File: src/rtl/aes_decrypt_fsm_if.sv
// Bus bundle between the AES-128 decryption control FSM and its host/datapath.
// master: host/datapath side (drives bus data and ack pulses).
// slave:  controller side (drives requests, round index and captured registers).
interface aes_decrypt_fsm_if;
  logic         start;
  logic [127:0] data;
  logic         i_data_received_text;
  logic         i_data_received_key;
  logic         i_inv_shift_rows;
  logic         i_inv_byte_subs;
  logic         i_key_addition;
  logic         i_inv_mix_columns;
  logic         i_round_key_get_ready;
  logic         i_done;

  logic         o_load;
  logic         o_calc_round_key;
  logic         o_calc_inv_round_key;
  logic         o_add;
  logic         o_inv_shift_rows;
  logic         o_inv_substitute;
  logic         o_inv_mix_columns;
  logic         o_send;
  logic         o_error;
  logic [3:0]   round_cnt;
  logic [127:0] cipher_text;
  logic [127:0] prime_key;
  logic [127:0] plain_text;

  modport master (
    output start, data, i_data_received_text, i_data_received_key, i_inv_shift_rows,
           i_inv_byte_subs, i_key_addition, i_inv_mix_columns, i_round_key_get_ready, i_done,
    input  o_load, o_calc_round_key, o_calc_inv_round_key, o_add, o_inv_shift_rows,
           o_inv_substitute, o_inv_mix_columns, o_send, o_error, round_cnt,
           cipher_text, prime_key, plain_text
  );

  modport slave (
    input  start, data, i_data_received_text, i_data_received_key, i_inv_shift_rows,
           i_inv_byte_subs, i_key_addition, i_inv_mix_columns, i_round_key_get_ready, i_done,
    output o_load, o_calc_round_key, o_calc_inv_round_key, o_add, o_inv_shift_rows,
           o_inv_substitute, o_inv_mix_columns, o_send, o_error, round_cnt,
           cipher_text, prime_key, plain_text
  );
endinterface

File: src/rtl/aes_decrypt_fsm.sv
// AES-128 decryption control FSM.
// Loads ciphertext and key from the shared bus, runs the forward key expansion,
// then the inverse rounds, and holds the captured plaintext until the host takes it.
// Optional ack-wait timeout: define AES_DEC_TIMEOUT_EN (adds TIMEOUT_CYCLES parameter).
//
// state       | meaning
// ------------+---------------------------------------------------------
// S_IDLE      | waiting for start
// S_LOAD_TXT  | o_load, waiting for ciphertext on the bus
// S_LOAD_KEY  | o_load, waiting for key on the bus
// S_KEXP      | o_calc_round_key, one round_cnt increment per ack up to NR
// S_INIT_ADD  | o_add, initial AddRoundKey with the last round key
// S_INV_KEY   | o_calc_inv_round_key, round_cnt decrements on ack
// S_INV_SHIFT | o_inv_shift_rows
// S_INV_SUB   | o_inv_substitute
// S_ADD       | o_add, last one (round_cnt==0) captures plain_text
// S_INV_MIX   | o_inv_mix_columns
// S_SEND      | o_send, plain_text valid until i_done
module aes_decrypt_fsm #(
  parameter int NR = 10
`ifdef AES_DEC_TIMEOUT_EN
  , parameter int TIMEOUT_CYCLES = 255
`endif
) (
  input  logic              clk,
  input  logic              reset,
  aes_decrypt_fsm_if.slave  bus
);

  typedef enum logic [3:0] {
    S_IDLE, S_LOAD_TXT, S_LOAD_KEY, S_KEXP, S_INIT_ADD, S_INV_KEY,
    S_INV_SHIFT, S_INV_SUB, S_ADD, S_INV_MIX, S_SEND
  } state_t;

  localparam logic [3:0] LAST_FWD = 4'(NR - 1);

  // request vector bit positions
  localparam int R_LOAD  = 7;
  localparam int R_KEXP  = 6;
  localparam int R_IKEY  = 5;
  localparam int R_ADD   = 4;
  localparam int R_SHIFT = 3;
  localparam int R_SUB   = 2;
  localparam int R_MIX   = 1;
  localparam int R_SEND  = 0;

  state_t       state_q, state_d;
  logic [3:0]   round_cnt_q, round_cnt_d;
  logic [127:0] cipher_q, cipher_d;
  logic [127:0] key_q, key_d;
  logic [127:0] plain_q, plain_d;
  logic [7:0]   req_q, req_d;

`ifdef AES_DEC_TIMEOUT_EN
  localparam int TW = $clog2(TIMEOUT_CYCLES + 1);
  logic [TW-1:0] wait_q, wait_d;
  logic          error_q;
  logic          in_req;
  logic          timeout;

  assign in_req  = (state_q != S_IDLE) && (state_q != S_SEND);
  assign timeout = in_req && (wait_q == TW'(TIMEOUT_CYCLES));
`endif

  // next-state and data capture; only the ack matching the current state is honoured
  always_comb begin
    state_d     = state_q;
    round_cnt_d = round_cnt_q;
    cipher_d    = cipher_q;
    key_d       = key_q;
    plain_d     = plain_q;
    case (state_q)
      S_IDLE:      if (bus.start) state_d = S_LOAD_TXT;
      S_LOAD_TXT:  if (bus.i_data_received_text) begin
                     cipher_d = bus.data;
                     state_d  = S_LOAD_KEY;
                   end
      S_LOAD_KEY:  if (bus.i_data_received_key) begin
                     key_d       = bus.data;
                     round_cnt_d = 4'd0;
                     state_d     = S_KEXP;
                   end
      S_KEXP:      if (bus.i_round_key_get_ready) begin
                     round_cnt_d = round_cnt_q + 4'd1;
                     if (round_cnt_q == LAST_FWD) state_d = S_INIT_ADD;
                   end
      S_INIT_ADD:  if (bus.i_key_addition) state_d = S_INV_KEY;
      S_INV_KEY:   if (bus.i_round_key_get_ready) begin
                     round_cnt_d = round_cnt_q - 4'd1;
                     state_d     = S_INV_SHIFT;
                   end
      S_INV_SHIFT: if (bus.i_inv_shift_rows) state_d = S_INV_SUB;
      S_INV_SUB:   if (bus.i_inv_byte_subs) state_d = S_ADD;
      S_ADD:       if (bus.i_key_addition) begin
                     if (round_cnt_q != 4'd0) begin
                       state_d = S_INV_MIX;
                     end else begin
                       plain_d = bus.data;
                       state_d = S_SEND;
                     end
                   end
      S_INV_MIX:   if (bus.i_inv_mix_columns) state_d = S_INV_KEY;
      S_SEND:      if (bus.i_done) state_d = S_IDLE;
      default:     state_d = S_IDLE;
    endcase
`ifdef AES_DEC_TIMEOUT_EN
    // an ack arriving in the timeout cycle still wins; every accepted ack changes state or round_cnt
    if (timeout && (state_d == state_q) && (round_cnt_d == round_cnt_q)) state_d = S_IDLE;
`endif
  end

  // Moore request decode from the next state so requests are registered and state-aligned
  always_comb begin
    req_d = 8'd0;
    case (state_d)
      S_LOAD_TXT, S_LOAD_KEY: req_d[R_LOAD]  = 1'b1;
      S_KEXP:                 req_d[R_KEXP]  = 1'b1;
      S_INV_KEY:              req_d[R_IKEY]  = 1'b1;
      S_INIT_ADD, S_ADD:      req_d[R_ADD]   = 1'b1;
      S_INV_SHIFT:            req_d[R_SHIFT] = 1'b1;
      S_INV_SUB:              req_d[R_SUB]   = 1'b1;
      S_INV_MIX:              req_d[R_MIX]   = 1'b1;
      S_SEND:                 req_d[R_SEND]  = 1'b1;
      default:                req_d          = 8'd0;
    endcase
  end

  // state, round index, captured registers and request outputs
  always_ff @(posedge clk or negedge reset) begin
    if (!reset) begin
      state_q     <= S_IDLE;
      round_cnt_q <= 4'd0;
      cipher_q    <= '0;
      key_q       <= '0;
      plain_q     <= '0;
      req_q       <= 8'd0;
    end else begin
      state_q     <= state_d;
      round_cnt_q <= round_cnt_d;
      cipher_q    <= cipher_d;
      key_q       <= key_d;
      plain_q     <= plain_d;
      req_q       <= req_d;
    end
  end

`ifdef AES_DEC_TIMEOUT_EN
  // wait counter restarts on any progress (state change or accepted KEXP ack)
  always_comb begin
    wait_d = '0;
    if ((state_d == state_q) && (round_cnt_d == round_cnt_q) && in_req) wait_d = wait_q + 1'b1;
  end

  // wait counter and one-cycle error pulse
  always_ff @(posedge clk or negedge reset) begin
    if (!reset) begin
      wait_q  <= '0;
      error_q <= 1'b0;
    end else begin
      wait_q  <= wait_d;
      error_q <= timeout && (state_d == S_IDLE);
    end
  end

  assign bus.o_error = error_q;
`else
  assign bus.o_error = 1'b0;
`endif

  assign bus.o_load               = req_q[R_LOAD];
  assign bus.o_calc_round_key     = req_q[R_KEXP];
  assign bus.o_calc_inv_round_key = req_q[R_IKEY];
  assign bus.o_add                = req_q[R_ADD];
  assign bus.o_inv_shift_rows     = req_q[R_SHIFT];
  assign bus.o_inv_substitute     = req_q[R_SUB];
  assign bus.o_inv_mix_columns    = req_q[R_MIX];
  assign bus.o_send               = req_q[R_SEND];
  assign bus.round_cnt            = round_cnt_q;
  assign bus.cipher_text          = cipher_q;
  assign bus.prime_key            = key_q;
  assign bus.plain_text           = plain_q;

endmodule

File: src/flat_wrapper.sv
// flat-port wrapper written by rule: the top's interface ports become plain ports
module aes_decrypt_fsm_flat 
#(
  parameter int NR = 10

)
  (clk, reset, bus_start, bus_data, bus_i_data_received_text, bus_i_data_received_key, bus_i_inv_shift_rows, bus_i_inv_byte_subs, bus_i_key_addition, bus_i_inv_mix_columns, bus_i_round_key_get_ready, bus_i_done, bus_o_load, bus_o_calc_round_key, bus_o_calc_inv_round_key, bus_o_add, bus_o_inv_shift_rows, bus_o_inv_substitute, bus_o_inv_mix_columns, bus_o_send, bus_o_error, bus_round_cnt, bus_cipher_text, bus_prime_key, bus_plain_text);
  aes_decrypt_fsm_if bus_i ();
  input  logic clk;
  input  logic reset;
  input wire logic [$bits(bus_i.start)-1:0] bus_start;
  input wire logic [$bits(bus_i.data)-1:0] bus_data;
  input wire logic [$bits(bus_i.i_data_received_text)-1:0] bus_i_data_received_text;
  input wire logic [$bits(bus_i.i_data_received_key)-1:0] bus_i_data_received_key;
  input wire logic [$bits(bus_i.i_inv_shift_rows)-1:0] bus_i_inv_shift_rows;
  input wire logic [$bits(bus_i.i_inv_byte_subs)-1:0] bus_i_inv_byte_subs;
  input wire logic [$bits(bus_i.i_key_addition)-1:0] bus_i_key_addition;
  input wire logic [$bits(bus_i.i_inv_mix_columns)-1:0] bus_i_inv_mix_columns;
  input wire logic [$bits(bus_i.i_round_key_get_ready)-1:0] bus_i_round_key_get_ready;
  input wire logic [$bits(bus_i.i_done)-1:0] bus_i_done;
  output wire logic [$bits(bus_i.o_load)-1:0] bus_o_load;
  output wire logic [$bits(bus_i.o_calc_round_key)-1:0] bus_o_calc_round_key;
  output wire logic [$bits(bus_i.o_calc_inv_round_key)-1:0] bus_o_calc_inv_round_key;
  output wire logic [$bits(bus_i.o_add)-1:0] bus_o_add;
  output wire logic [$bits(bus_i.o_inv_shift_rows)-1:0] bus_o_inv_shift_rows;
  output wire logic [$bits(bus_i.o_inv_substitute)-1:0] bus_o_inv_substitute;
  output wire logic [$bits(bus_i.o_inv_mix_columns)-1:0] bus_o_inv_mix_columns;
  output wire logic [$bits(bus_i.o_send)-1:0] bus_o_send;
  output wire logic [$bits(bus_i.o_error)-1:0] bus_o_error;
  output wire logic [$bits(bus_i.round_cnt)-1:0] bus_round_cnt;
  output wire logic [$bits(bus_i.cipher_text)-1:0] bus_cipher_text;
  output wire logic [$bits(bus_i.prime_key)-1:0] bus_prime_key;
  output wire logic [$bits(bus_i.plain_text)-1:0] bus_plain_text;
  assign bus_i.start = bus_start;
  assign bus_i.data = bus_data;
  assign bus_i.i_data_received_text = bus_i_data_received_text;
  assign bus_i.i_data_received_key = bus_i_data_received_key;
  assign bus_i.i_inv_shift_rows = bus_i_inv_shift_rows;
  assign bus_i.i_inv_byte_subs = bus_i_inv_byte_subs;
  assign bus_i.i_key_addition = bus_i_key_addition;
  assign bus_i.i_inv_mix_columns = bus_i_inv_mix_columns;
  assign bus_i.i_round_key_get_ready = bus_i_round_key_get_ready;
  assign bus_i.i_done = bus_i_done;
  assign bus_o_load = bus_i.o_load;
  assign bus_o_calc_round_key = bus_i.o_calc_round_key;
  assign bus_o_calc_inv_round_key = bus_i.o_calc_inv_round_key;
  assign bus_o_add = bus_i.o_add;
  assign bus_o_inv_shift_rows = bus_i.o_inv_shift_rows;
  assign bus_o_inv_substitute = bus_i.o_inv_substitute;
  assign bus_o_inv_mix_columns = bus_i.o_inv_mix_columns;
  assign bus_o_send = bus_i.o_send;
  assign bus_o_error = bus_i.o_error;
  assign bus_round_cnt = bus_i.round_cnt;
  assign bus_cipher_text = bus_i.cipher_text;
  assign bus_prime_key = bus_i.prime_key;
  assign bus_plain_text = bus_i.plain_text;
  aes_decrypt_fsm #(.NR(NR)) u_core (.clk(clk), .reset(reset), .bus(bus_i));
endmodule
File: config.mk
export PLATFORM = sky130hd
export DESIGN_NAME = aes_decrypt_fsm_flat
export DESIGN_NICKNAME = d
export VERILOG_FILES = /design/src/rtl/aes_decrypt_fsm_if.sv /design/src/rtl/aes_decrypt_fsm.sv /design/src/flat_wrapper.sv
export SDC_FILE = /design/constraint.sdc
export NUM_CORES = 1
export LEC_CHECK = 0
export ABC_AREA = 1
export CAP_MARGIN = 20
export CELL_PAD_IN_SITES_DETAIL_PLACEMENT = 0
export CELL_PAD_IN_SITES_GLOBAL_PLACEMENT = 2
export CORE_MARGIN = 1
export CORE_UTILIZATION = 24
export CTS_BUF_LIST = sky130_fd_sc_hd__clkbuf_8 sky130_fd_sc_hd__clkbuf_16
export CTS_CLUSTER_SIZE = 16
export DETAILED_ROUTE_END_ITERATION = 10
export GPL_ROUTABILITY_DRIVEN = 1
export PLACE_DENSITY_LB_ADDON = 0.1
export SYNTH_ARGS = -nofsm -noshare
export SYNTH_HDL_FRONTEND = slang
export SYNTH_SLANG_ARGS = --single-unit
File: constraint.sdc
create_clock -name clk -period 2.1 [get_ports clk]
set_clock_uncertainty 0.2 [all_clocks]
set_input_delay 0.42 -clock clk [delete_from_list [all_inputs] [get_ports clk]]
set_output_delay 0.42 -clock clk [all_outputs]
set_load 0.05 [all_outputs]
Word-level counts from Yosys, hierarchy flattened
Cells that the tools add are included.
- bits in registers: 400
- output and inout port bits: 397
- word-level logic and storage cells: 68
- add/subtract/negate cells: 2
- eq/ne operators: 24
- mux-type cells: 26
- bitwise operators: 1
- reduce and logical (&&, ||, !) cells: 9
- operators by type and width (kind ; number):
    4-bit 2-to-1 mux ; 15
    4-bit one-hot mux with 11 select lines ; 1
    4-bit by 3-bit == test with 1-bit output, second input constant ; 8
    4-bit == test, second input constant ; 7
    4-bit by 2-bit == test with 1-bit output, second input constant ; 4
    4-bit one-hot mux with 3 select lines ; 1
    4-bit by 1-bit == test with 1-bit output, second input constant ; 2
    1-bit 2-to-1 mux ; 8
    2-bit != test, second input constant ; 3
    4-bit by 1-bit adder with 4-bit output, second input constant ; 1
    4-bit zero test ; 1
    2-bit AND reduction ; 2
    4-bit AND reduction ; 1
    4-bit nonzero test ; 1
    2-bit OR reduction ; 2
    4-bit by 1-bit subtractor with 4-bit output, second input constant ; 1
    3-bit AND reduction ; 1
    3-bit nonzero test ; 1
    2-bit 2-to-1 mux ; 1
    1-bit inverter ; 1

Logic depth before layout (Yosys ltp)
- depth in word-level cells: 7
- gate-level depth with buffers: 10

Worst setup path after synthesis
No wires, ideal clock.
- kind: register to register
- start: reg u_core.state_q[3]
- end: reg u_core.round_cnt_q[3] (netlist: u_core.bus.round_cnt[3])
- setup time: 127 ps
- arrival time: 1650 ps
- required time: 1773 ps
- path slack: 123 ps
- cell stages (with the launch flop): 9
- buffers on the path: 0
- cells stage by stage: dfrtp_1 nor2_1 nand2_1 inv_1 ha_1 a21o_1 a21oi_1 xor2_1 o21ai_0
- cells in the longest elaborated chain, start to end: 3
- RTL lines (item ; line ; source):
    from (decl) ; aes_decrypt_fsm.sv:47 ; state_t state_q, state_d;
    from (signal assigned) ; aes_decrypt_fsm.sv:138 ; state_q <= state_d;
    4-bit by 3-bit == test with 1-bit output / 4-bit by 2-bit == test with 1-bit output (equally long branches) ; aes_decrypt_fsm.sv:72 ; case (state_q)
    2-bit != test (no source line) / 3-bit nonzero test (equally long branches) ; -- ;
    4-bit AND reduction (no source line) ; -- ;
    to (signal assigned) ; aes_decrypt_fsm.sv:139 ; round_cnt_q <= round_cnt_d;
    to (decl) ; aes_decrypt_fsm.sv:48 ; logic [3:0] round_cnt_q, round_cnt_d;
Parallel ways exist; a longest one is shown, timed or not.
A chain may end at the register's enable or synchronous reset.

Worst setup path after layout
- start: reg u_core.cipher_q[108] (netlist: u_core.bus.cipher_text[108])
- end: out bus_cipher_text[108]
- RTL lines (item ; line ; source):
    from (decl) ; aes_decrypt_fsm.sv:49 ; logic [127:0] cipher_q, cipher_d;
    from (signal assigned) ; aes_decrypt_fsm.sv:140 ; cipher_q <= cipher_d;
    to (decl) ; flat_wrapper.sv:31 ; output wire logic [$bits(bus_i.cipher_text)-1:0] bus_cipher_text;
No word-level cell between the ends.

==> tab_implementation.tex <==
\begin{tabular}{lr}
\hline
Metric & Value \\
\hline
\multicolumn{2}{l}{\textbf{Drt}} \\
\quad Routed vias & roughly 12000 \\
\quad Count of TritonRoute iterations in the first routing pass & 4 \\
\quad Vias per inst & between 4 and 5 \\
\quad Wirelength per Cell & approximately 18 um \\
\quad Detailed router's first-iteration violation count & between 600 and 700 \\
\quad Number of nets still failing antenna checks after routing & 0 \\
\quad Final WL & between 50 and 60 mm \\
\quad Remaining routing DRC violations & 0 \\
\multicolumn{2}{l}{\textbf{Floorplan}} \\
\quad Die Area & $\sim$64000 um\^{}2 \\
\quad Die Height & 254 um \\
\quad Chip Width & 254 um \\
\quad IO Count & 536 \\
\quad Core area & 62200 um\^{}2 \\
\quad Effective utilization at floorplan & 0.244 \\
\quad Number of placement rows & just over 90 \\
\multicolumn{2}{l}{\textbf{Synthesis}} \\
\quad Ranking of synthesized cells by area & dfrtp\_1 (66\%), nand2\_1 (7.1\%), o21ai\_0 (5.5\%), a21oi\_2 (4.7\%), nor2\_1 (3.7\%) \\
\quad Number of flip-flops and latches in the synthesized netlist & 400 \\
\quad Number of warnings printed during yosys synthesis & 0 \\
\quad Sequential cell area fraction in the yosys report & 0.659 \\
\quad Cell variety after synth & 28 \\
\quad Cell type with the largest total area after synthesis & dfrtp\_1 \\
\quad Mapped Nets & roughly 1600 \\
\quad Yosys top cell area share & 0.659 \\
\quad Count of mapped cells out of synthesis & around 1500 \\
\quad Post-Syn Area per Cell & 10.2 um\^{}2 \\
\quad Netlist area before placement & 15200 um\^{}2 \\
\multicolumn{2}{l}{\textbf{Clock network}} \\
\quad Register clock-pin slew on the reported worst setup and hold paths & 60 ps \\
\quad Clock latency on the worst-skew pair & about 570 ps \\
\quad CTS tree & built \\
\quad H-Tree Depth & 2 \\
\quad CTS sink cnt & 400 \\
\quad Buffer depth of the longest clock path & 3 \\
\quad Buffer type at the clock tree root & clkbuf\_16 \\
\quad Total CTS buffers & between 40 and 50 \\
\multicolumn{2}{l}{\textbf{STA}} \\
\quad Slew Viols, Final & 0 \\
\quad Setup TNS after final layout & 0 ps \\
\quad Min Tclk post-route & 2050 ps \\
\quad Setup WS post-layout & about 54 ps \\
\quad Top achievable clock speed & 0.489 GHz \\
\quad RSZ-0062 raised after global routing & false \\
\quad Worst hold slack & approximately 150 ps \\
\quad Max\_slew headroom & 0.614 \\
\quad Number of hold violations in the final report & 0 \\
\quad Final count of negative-setup-slack endpoints & 0 \\
\quad Period utilisation layout & 0.974 \\
\quad Least-Margin Pin Slew & slightly below 600 ps \\
\multicolumn{2}{l}{\textbf{Worst setup path}} \\
\quad Critical path buffer and inverter count & 1 \\
\quad Setup CP Type & flip-flop to output pin \\
\quad Largest delay share family, worst path & buffers and inverters \\
\quad Worst stage delay on the critical path & 500 ps \\
\quad Crit path launch type & flip-flop \\
\quad Ordered cell list for the critical path & clkdlybuf4s15\_1 \\
\quad Endpoint class of the critical path & output pin \\
\quad Top fanout value on the critical path & 2 \\
\quad Data required, critical path & 1480 ps \\
\quad Critical Path Slowest Stage Cell & clkdlybuf4s15\_1 \\
\quad Arrival time of data at the critical path endpoint & around 1400 ps \\
\multicolumn{2}{l}{\textbf{Global routing}} \\
\quad Number of global-route vias before repair & about 12000 \\
\quad Antenna violations before repair & 5 \\
\quad Overall Global Routing Usage & 0.164 \\
\quad Global route total overflow & 0 \\
\quad Maximum number of pins on one net before global-route repair & 55 \\
\quad First-pass GRT wire length & between 70 and 80 mm \\
\multicolumn{2}{l}{\textbf{Place}} \\
\quad Detailed placer's ending HPWL & $\sim$40 mm \\
\quad Placed cell count & 2850 \\
\quad Minimum setup slack after placement & -89.4 ps \\
\quad Weighted congestion at the end of routability-driven global placement & around 0.8 \\
\quad Placement-stage cell area & 21000 um\^{}2 \\
\quad I/O Buffers & $\sim$530 \\
\multicolumn{2}{l}{\textbf{Cells and area}} \\
\quad Count of non-filler cells in the finished layout & around 3000 \\
\quad Area of all placed cells without fillers & between 20000 and 25000 um\^{}2 \\
\quad Layout area overhead & 49.5\% \\
\quad Commonest non-fill, non-tap cell in the layout & buf\_4 \\
\quad Share of post-route cells with drive strength above 1 & 0.302 \\
\quad Most frequent cells in the layout & buf\_4 (434), dfrtp\_1 (399), nand2\_1 (287), o21ai\_0 (167), inv\_1 (162) \\
\quad Core utilization of the finished layout & 0.365 \\
\quad Nets@finish & between 2000 and 2500 \\
\quad Filler cells & $\sim$6500 \\
\multicolumn{2}{l}{\textbf{Worst hold path}} \\
\quad Path type of the worst min-delay path & primary input to async pin \\
\multicolumn{2}{l}{\textbf{Power and ir drop}} \\
\quad Peak supply drop & roughly 0.72 mV \\
\quad Leak Pwr & roughly 12 nW \\
\quad Total power per unit cell area & 1900 nW/um\^{}2 \\
\quad Power after layout & between 40 and 50 mW \\
\multicolumn{2}{l}{\textbf{Job}} \\
\quad Max-capacitance violation count & 0 \\
\multicolumn{2}{l}{\textbf{Run status}} \\
\quad Outcome & finished clean \\
\hline
\end{tabular}
what timing repair did:
| item | 4_1_cts | 5_1_grt |
|---|---|---|
| hold endpoints to repair | 35 | 0 |
| hold buffers | 1 | 0 |
| setup endpoints to repair | 2 | 2 |
| cloned | 0 | 0 |
| gates resized for setup | 4 | 4 |
| setup buffers | 0 | 1 |
| pin swaps | 0 | 1 |
synthesized netlist by cell type:
cell type    n
dfrtp_1    400
nand2_1    287
o21ai_0    167
nor2_1     150
inv_1      149
o21ai_1     95
a21oi_2     82
a21oi_1     48
clkbuf_1    37
buf_2       21
buf_6       13
buf_4       12
nand3_1      9
inv_2        4
nor2_2       3
buf_1        2
ha_1         2
nand3_2      2
nand4_1      2
xnor2_1      2
a21o_1       1
conb_1       1
fa_1         1
nor2_4       1
nor3_1       1
nor3_2       1
o22ai_1      1
xor2_1       1
metal layers:
layer	global-route usage	share of wire	vias to the layer above
li1	-	-	5903
met1	0.205	0.42	5637
met2	0.265	0.47	352
met3	0.0546	0.084	82
met4	0.0558	0.027	4
met5	0	0.00045	-
sequential cells by signal (all words and copies together), names as in the netlist:
signal,count
u_core.bus.round_cnt,4
u_core.state_q,4
u_core.req_q,8
u_core.bus.plain_text,128
u_core.bus.cipher_text,128
u_core.bus.prime_key,128
final timing paths:
kind,slack (ps),endpoint,cells past startpoint,start
min in group clk,230,u_core.bus.plain_text[87],3,bus_data[87]
max reg2reg,170,u_core.bus.plain_text[105],9,u_core.state_q[2]
max,50,bus_cipher_text[108],1,u_core.bus.cipher_text[108]
min,150,u_core.bus.cipher_text[8],2,reset
min reg2reg,290,u_core.bus.prime_key[0],2,u_core.bus.prime_key[0]
max in group asynchronous,720,u_core.bus.plain_text[47],3,reset
logic make-up after synthesis:
kind of cell,share of synthesized area
flip-flops,0.659
buffers and inverters,0.0699
AO/OA/AOI/OAI,0.150
adder cells (fa/ha/maj),0.00296
XOR/XNOR,0.00173
other,0.000247
AND/OR/NAND/NOR,0.116
layout make-up:
class / instances / area [um^2] / share of cell area
antenna: 3 / 7.51 / 0.000331
multi-input combinational: 857 / 4130 / 0.182
inverter: 153 / 582 / 0.0256
sequential: 400 / 10000 / 0.441
timing repair buffer: 605 / 5260 / 0.232
clock buffer: 58 / 1350 / 0.0594
tap: 837 / 1050 / 0.0461
clock inverter: 28 / 324 / 0.0143
power by group:
| group | internal [mW] | switching [mW] | leakage [nW] |
|---|---|---|---|
| Clock | 5.50 | 3.38 | 0.878 |
| Sequential | 10.7 | 1.83 | 5.20 |
| Combinational | 6.06 | 15.7 | 5.49 |
| Total | 22.3 | 20.9 | 11.6 |
Note: power is estimated with default switching activity, not from simulation.
